[src/rtl/regmem_sb.sv]
// Register memory with write-back dest/data select, same-cycle bypass and a pending-write scoreboard.
// Optional build macro REGMEM_R0_ZERO_EN: register 0 is hard-wired to zero and never marked busy.
module regmem_sb #(
  parameter int WIDTH    = 16,
  parameter int DEPTH    = 8,
  parameter int LINK_REG = DEPTH - 1
) (
  input  logic                       clk_i,
  input  logic                       rst_i,
  input  logic [$clog2(DEPTH)-1:0]   rd_sel1_i,
  input  logic [$clog2(DEPTH)-1:0]   rd_sel2_i,
  output logic [WIDTH-1:0]           rd_data1_o,
  output logic [WIDTH-1:0]           rd_data2_o,
  input  logic                       wr_en_i,
  input  logic [$clog2(DEPTH)-1:0]   wr_sel_i,
  input  logic [WIDTH-1:0]           wr_data_i,
  input  logic                       lbi_i,
  input  logic                       link_i,
  input  logic [WIDTH-1:0]           imm_i,
  input  logic [WIDTH-1:0]           pc_addr_i,
  input  logic                       issue_valid_i,
  input  logic [$clog2(DEPTH)-1:0]   issue_dst_i,
  output logic                       busy1_o,
  output logic                       busy2_o,
  output logic                       stall_o,
  output logic                       err_o
);

  localparam int AW = $clog2(DEPTH);
  localparam logic [AW-1:0] LinkSel = AW'(LINK_REG);

  logic [WIDTH-1:0] regs_q [DEPTH];
  logic [WIDTH-1:0] regs_d [DEPTH];
  logic [DEPTH-1:0] busy_q, busy_d;
  logic             err_q, err_d;

  logic [AW-1:0]    wrDest;
  logic [WIDTH-1:0] wrData;
  logic             wrCommit;
  logic             issueSet;
  logic             hit1, hit2;

  // Link has priority over lbi, which has priority over the plain write-back path.
  always_comb begin
    wrDest = wr_sel_i;
    wrData = wr_data_i;
    if (link_i) begin
      wrDest = LinkSel;
      wrData = pc_addr_i;
    end else if (lbi_i) begin
      wrDest = rd_sel1_i;
      wrData = imm_i;
    end
`ifdef REGMEM_R0_ZERO_EN
    wrCommit = wr_en_i && (wrDest != '0);
    issueSet = issue_valid_i && (issue_dst_i != '0);
`else
    wrCommit = wr_en_i;
    issueSet = issue_valid_i;
`endif
  end

  always_comb begin
    hit1       = wr_en_i && (wrDest == rd_sel1_i);
    hit2       = wr_en_i && (wrDest == rd_sel2_i);
    rd_data1_o = hit1 ? wrData : regs_q[rd_sel1_i];
    rd_data2_o = hit2 ? wrData : regs_q[rd_sel2_i];
`ifdef REGMEM_R0_ZERO_EN
    if (rd_sel1_i == '0) rd_data1_o = '0;
    if (rd_sel2_i == '0) rd_data2_o = '0;
`endif
    busy1_o = busy_q[rd_sel1_i] & ~hit1;
    busy2_o = busy_q[rd_sel2_i] & ~hit2;
    stall_o = busy1_o | busy2_o;
    err_o   = err_q;
  end

  // A commit clears its busy bit before a same-cycle issue sets it, so a new producer wins.
  always_comb begin
    regs_d = regs_q;
    busy_d = busy_q;
    if (wrCommit) regs_d[wrDest] = wrData;
    if (wr_en_i) busy_d[wrDest] = 1'b0;
    if (issueSet) busy_d[issue_dst_i] = 1'b1;
    err_d = err_q | (wr_en_i & lbi_i & link_i);
  end

  always_ff @(posedge clk_i) begin
    if (rst_i) begin
      for (int i = 0; i < DEPTH; i++) regs_q[i] <= '0;
      busy_q <= '0;
      err_q  <= 1'b0;
    end else begin
      regs_q <= regs_d;
      busy_q <= busy_d;
      err_q  <= err_d;
    end
  end

endmodule
[config.mk]
export PLATFORM = sky130hd
export DESIGN_NAME = regmem_sb
export DESIGN_NICKNAME = d
export VERILOG_FILES = /design/src/rtl/regmem_sb.sv
export SDC_FILE = /design/constraint.sdc
export NUM_CORES = 1
export LEC_CHECK = 0
export CAP_MARGIN = 40
export CORE_MARGIN = 1.5
export CORE_UTILIZATION = 52
export DETAILED_ROUTE_END_ITERATION = 6
export PLACE_DENSITY_LB_ADDON = 0.25
export REMOVE_ABC_BUFFERS = 1
export SYNTH_ARGS = -nofsm -noshare
export SYNTH_HDL_FRONTEND = slang
export SYNTH_SLANG_ARGS = --single-unit
[constraint.sdc]
create_clock -name clk_i -period 3.85 [get_ports clk_i]
set_input_delay 0.5775 -clock clk_i [delete_from_list [all_inputs] [get_ports clk_i]]
set_output_delay 0.5775 -clock clk_i [all_outputs]
set_load 0.05 [all_outputs]
Word-level counts from Yosys, hierarchy flattened
Index checks and enable logic that the tools add are counted.
W data, S select, Z words.
- reductions and logical operators: 5
- equal/unequal tests: 2
- muxes and demuxes: 25
- bitwise gates (word level): 14
- order comparisons: 10
- operators by type and width (kind ; count):
    $mux W16 ; 9
    $bwmux W128 ; 1
    $bmux W16 S3 ; 2
    $demux W16 S3 ; 1
    $lt A3 B4 Y1 const B ; 4
    $mux W8 ; 2
    $ge A4 B4 Y1 const B ; 3
    $not A3 Y4 ; 3
    $and A8 B8 Y8 ; 1
    $not A8 Y8 ; 1
    $or A8 B8 Y8 ; 1
    $bmux W1 S3 ; 2
    $demux W1 S3 ; 2
    $eq A3 B3 Y1 ; 2
    $ge A3 B1 Y1 const B ; 2
    $mux W3 ; 2
    $logic_and A1 B1 Y1 ; 5
    $and A1 B1 Y1 ; 4
    $lt A4 B1 Y1 const B ; 1
    $mux W1 ; 4
    $not A1 Y1 ; 2
    $or A1 B1 Y1 ; 2
- register bits after elaboration: 137
- input bits: 66
- output and inout port bits: 36

Logic depth before layout (Yosys ltp)
- depth after elaboration: 11
- gate-level depth with buffers: 9
- mapped depth without buffers: 5

Least setup slack after synthesis
No wires, ideal clock.
- path kind: in2out
- start: input port rd_sel1_i[1]
- end: output port stall_o
- path buffers: 1
- slack: 0.619 ns
- data arrival time: 2.654 ns
- cell stages on the path: 6
- cells stage by stage: buf_2 nand2b_1 a311o_1 o2111a_1 a21oi_1 nand3b_1
- longest elaborated chain between the ends: 7
- elaborated cells on any way between the ends: 13
- ends and longest elaborated chain (item ; line ; RTL):
    start, declared ; 10 ; input logic [$clog2(DEPTH)-1:0] rd_sel1_i,
    $mux W3 ; 50 ; end else if (lbi_i) begin
    $mux W3 ; 47 ; if (link_i) begin
    $eq A3 B3 Y1 ; 64 ; hit1 = wr_en_i && (wrDest == rd_sel1_i);
    $logic_and A1 B1 Y1 ; 64 ;
    $not A1 Y1 ; 72 ; busy1_o = busy_q[rd_sel1_i] & ~hit1;
    $and A1 B1 Y1 (*) ; 72 ;
    via busy1_o ; 23 ; output logic busy1_o,
    $or A1 B1 Y1 (*) ; 74 ; stall_o = busy1_o | busy2_o;
    end, declared ; 25 ; output logic stall_o,
Mark *: on every way through the listed nets, which the timed path passes. The rest lies on a longest branch. The select of a mux whose other input is x is not followed.

Worst setup path in the final report
- start: input port wr_sel_i[2]
- end: output port rd_data2_o[15]
- longest elaborated chain between the ends: 5
- ends and longest elaborated chain (item ; line ; RTL):
    start, declared ; 15 ; input logic [$clog2(DEPTH)-1:0] wr_sel_i,
    $mux W3 ; 50 ;
    $mux W3 ; 47 ;
    $eq A3 B3 Y1 ; 65 ; hit2 = wr_en_i && (wrDest == rd_sel2_i);
    $logic_and A1 B1 Y1 ; 65 ;
    $mux W16 ; 67 ; rd_data2_o = hit2 ? wrData : regs_q[rd_sel2_i];
    end, declared ; 13 ; output logic [WIDTH-1:0] rd_data2_o,
No other way between the ends.

==> flow_summary.json <==
{
  "ir_drop_uv": 302,
  "antenna_found_initial": 0,
  "place_ws_ps": 373,
  "io_buffers": 101,
  "cellInternalPower_uw": 2730,
  "synth_top_cell_area_share_pct": 35.1,
  "synth_area_leaders": "dfxtp_1, mux2i_1, mux4_2, nor2_1, nand2_1",
  "cp.arrival_ps": 2960,
  "post_cts_buffers": 0,
  "path_clk_slew_ps": 60,
  "tightest_slew_ps": 889,
  "chipHeight_um": 126,
  "syn_inst": 748,
  "maxSlewHeadroom_pct": 40.4,
  "wl_per_cell_um": 20.6,
  "fin_ws_ps": 311,
  "powerDensity_nw_per_um2": 381,
  "crit_family": "buffers and inverters",
  "yosysWarnings": 0,
  "num-nets-final": 910,
  "tns_ps": 0,
  "netlist_area_um2": 7820,
  "initial_core_util_pct": 53.6,
  "std_cell_rows": 44,
  "grt_max_degree": 91,
  "dr.pass1.iters": 5,
  "cts_hold_buf": 0,
  "hold_class": "reg2reg",
  "cts_tree": "yes",
  "dieArea_um2": 15800,
  "fmax_ghz": 0.283,
  "grt-ovfl-total": 0,
  "clockBufferDepth": 2,
  "grt_pass1_wl_um": 33400,
  "maxCapViolCount": 0,
  "crit_path_cell_trace": "clkdlybuf4s50_1, nor2b_1, a211oi_4, xnor2_1, nor3_4, buf_12, mux2_2, buf_4",
  "min_period_over_period_pct": 91.9,
  "vias": 6295,
  "die_w_um": 126,
  "synthArstFlopShare_pct": 0,
  "power_frac_seq_pct": 39.8,
  "grt_usage_pct": 27.5,
  "critical-path-max-stage-delay_ps": 510,
  "worst_clock_skew_ps": 0,
  "ctsResizeCount": 0,
  "final_layout_size_suffix_gt1_share_pct": 23.1,
  "start_kind": "input pin",
  "area_growth_pct": 24.7,
  "crit_buf_inv": 3,
  "worstPathRequired_ps": 3270,
  "ant_nets": 0,
  "drc": 0,
  "power.leakage_uw": 0.00401,
  "crit_slowest_cell": "a211oi_4",
  "setup_violations": 0,
  "synth-main-ff-cell": "dfxtp_1",
  "cp_max_fo": 16,
  "rsz0062_at_grt": "no",
  "synth.distinct_cells": 41,
  "cp-end-kind": "output pin",
  "ys_seq_area_share_pct": 35.1,
  "post_drt_via_cell_ratio": 6.05,
  "synth_edf_count": 0,
  "cts-buffers-inserted": 17,
  "grt_pass1_vias": 6274,
  "ios": 102,
  "p_sw_share_pct": 26.6,
  "p_switching_uw": 987,
  "cts_root_buf": "clkbuf_16",
  "hpwl_um": 13800,
  "finalMaxSlewViolations": 0,
  "combPwrFrac_pct": 17.4,
  "clock_power_share_pct": 42.8,
  "cts_htree_levels": 4,
  "fin_util_pct": 66.8,
  "gp_congestion": 0.846,
  "core_area_um2": 14600,
  "wirelength_um": 21500,
  "hold_viol_final": 0,
  "period_needed_ps": 3540,
  "avgSynthCellArea_um2": 10.4,
  "status": "finished clean",
  "setup.worst_path.class": "in2out",
  "drt_iter0_markers": 531,
  "antenna_cells": 0,
  "ys_seq_elements": 137,
  "yosysTopAreaCell": "dfxtp_1",
  "cts.sinks": 137,
  "clk_latency_ps": 420
}
-- cell type report --
class / instances / area [µm²]
inverter: 5 / 18.8
clock buffer: 22 / 474
sequential: 137 / 2740
multi-input combinational: 547 / 4750
fill: 1087 / 4840
tap: 184 / 230
timing repair buffer: 136 / 1430
clock inverter: 9 / 97.6
-- flip-flops by register name, indices dropped and copies added (netlist names) --
name and flops:
err_o 1, busy_q 8, regs_q 128
-- kinds of logic (layout without fill, tap and decap cells) --
logic type / count (synthesis) / in the layout / synth area share (%)
AOI/OAI and AO/OA: 51 / 51 / 4.03
xor gates and xnor gates: 3 / 3 / 0.336
buffers and inverters: 64 / 172 / 4.37
DFF: 137 / 137 / 35.1
muxes: 248 / 248 / 43.0
and+or+nand+nor: 245 / 245 / 13.2
-- routing by layer --
metal  global-route usage, %  vias to the layer above  wire (µm)
li1                        -                     2878          -
met3                    5.73                       53       1410
met4                    13.0                        0        556
met5                       0                        -          0
met1                    34.2                     3094       8820
met2                    45.7                      270      10700
-- layout by cell type (no fill, tap or decap), types with 2 or more instances in the layout --
cell               n
inv_1              3
nor3_4             5
nand3_1            2
or3_1              3
buf_12            20
clkbuf_1           2
mux2_1             2
mux2_2            16
a32oi_1            2
clkbuf_16         17
o311ai_0           2
o21ai_1           16
o21ai_0           17
nand2_1           82
dfxtp_1          137
nor2b_1            5
clkinv_2           6
bufinv_16          2
mux2i_1          161
buf_4             50
clkdlybuf4s50_1   61
nand2b_1           9
nor2_1           135
xnor2_1            3
clkbuf_8           3
mux4_2            68
buf_2              4
a21oi_1            5
-- cell usage after synthesis (2+ instances only) --
master / instances
buf_2: 12
inv_1: 3
dfxtp_1: 137
nand2_1: 82
mux4_2: 68
a32oi_1: 2
o21ai_0: 17
a21oi_1: 5
o21ai_1: 16
or3_1: 3
mux2_1: 2
nor2b_1: 5
nor3_4: 3
nand3_1: 2
nand2b_1: 9
nor3_2: 2
xnor2_1: 3
buf_6: 9
o311ai_0: 2
mux2i_1: 161
buf_1: 4
mux2_2: 16
nor2_1: 135
clkbuf_1: 29
buf_4: 5
-- final timing paths --
path	slack [ps]	startpoint	end	cells past startpoint
max reg2reg	3120	regs_q[122]	regs_q[122]	2
min	490	busy_q[3]	busy_q[3]	2
min reg2reg	490	busy_q[3]	busy_q[3]	2
max	310	wr_sel_i[2]	rd_data2_o[15]	8
-- power by group through the flow --
stage / registers (µW) / clock network, µW / logic (µW)
finish: 1480 / 1590 / 647
global placement: 1500 / 0 / 624
floorplan: 1500 / 0 / 328
global route: 1480 / 1660 / 685
CTS: 1480 / 1600 / 647
detailed placement: 1510 / 0 / 642
-- worst min-delay path: cells and delay by family (launching register included) --
kind               cells  cell delay, ps
DFF                    1             320
AOI/OAI and AO/OA      1              60
and+or+nand+nor        1              70
-- per-stage QoR --
stage / cells / hold WS, ps / power, µW / area, µm²
after floorplan: 689 / 451 / 1830 / 7490
after global placement: 1008 / 454 / 2130 / 9150
after detailed placement: 1009 / 484 / 2150 / 9180
after CTS: 1040 / 493 / 3730 / 9750
after global routing: 1040 / 508 / 3830 / 9750
final: 1040 / 494 / 3710 / 9750
No activity file was read; power rests on OpenSTA's default activity.
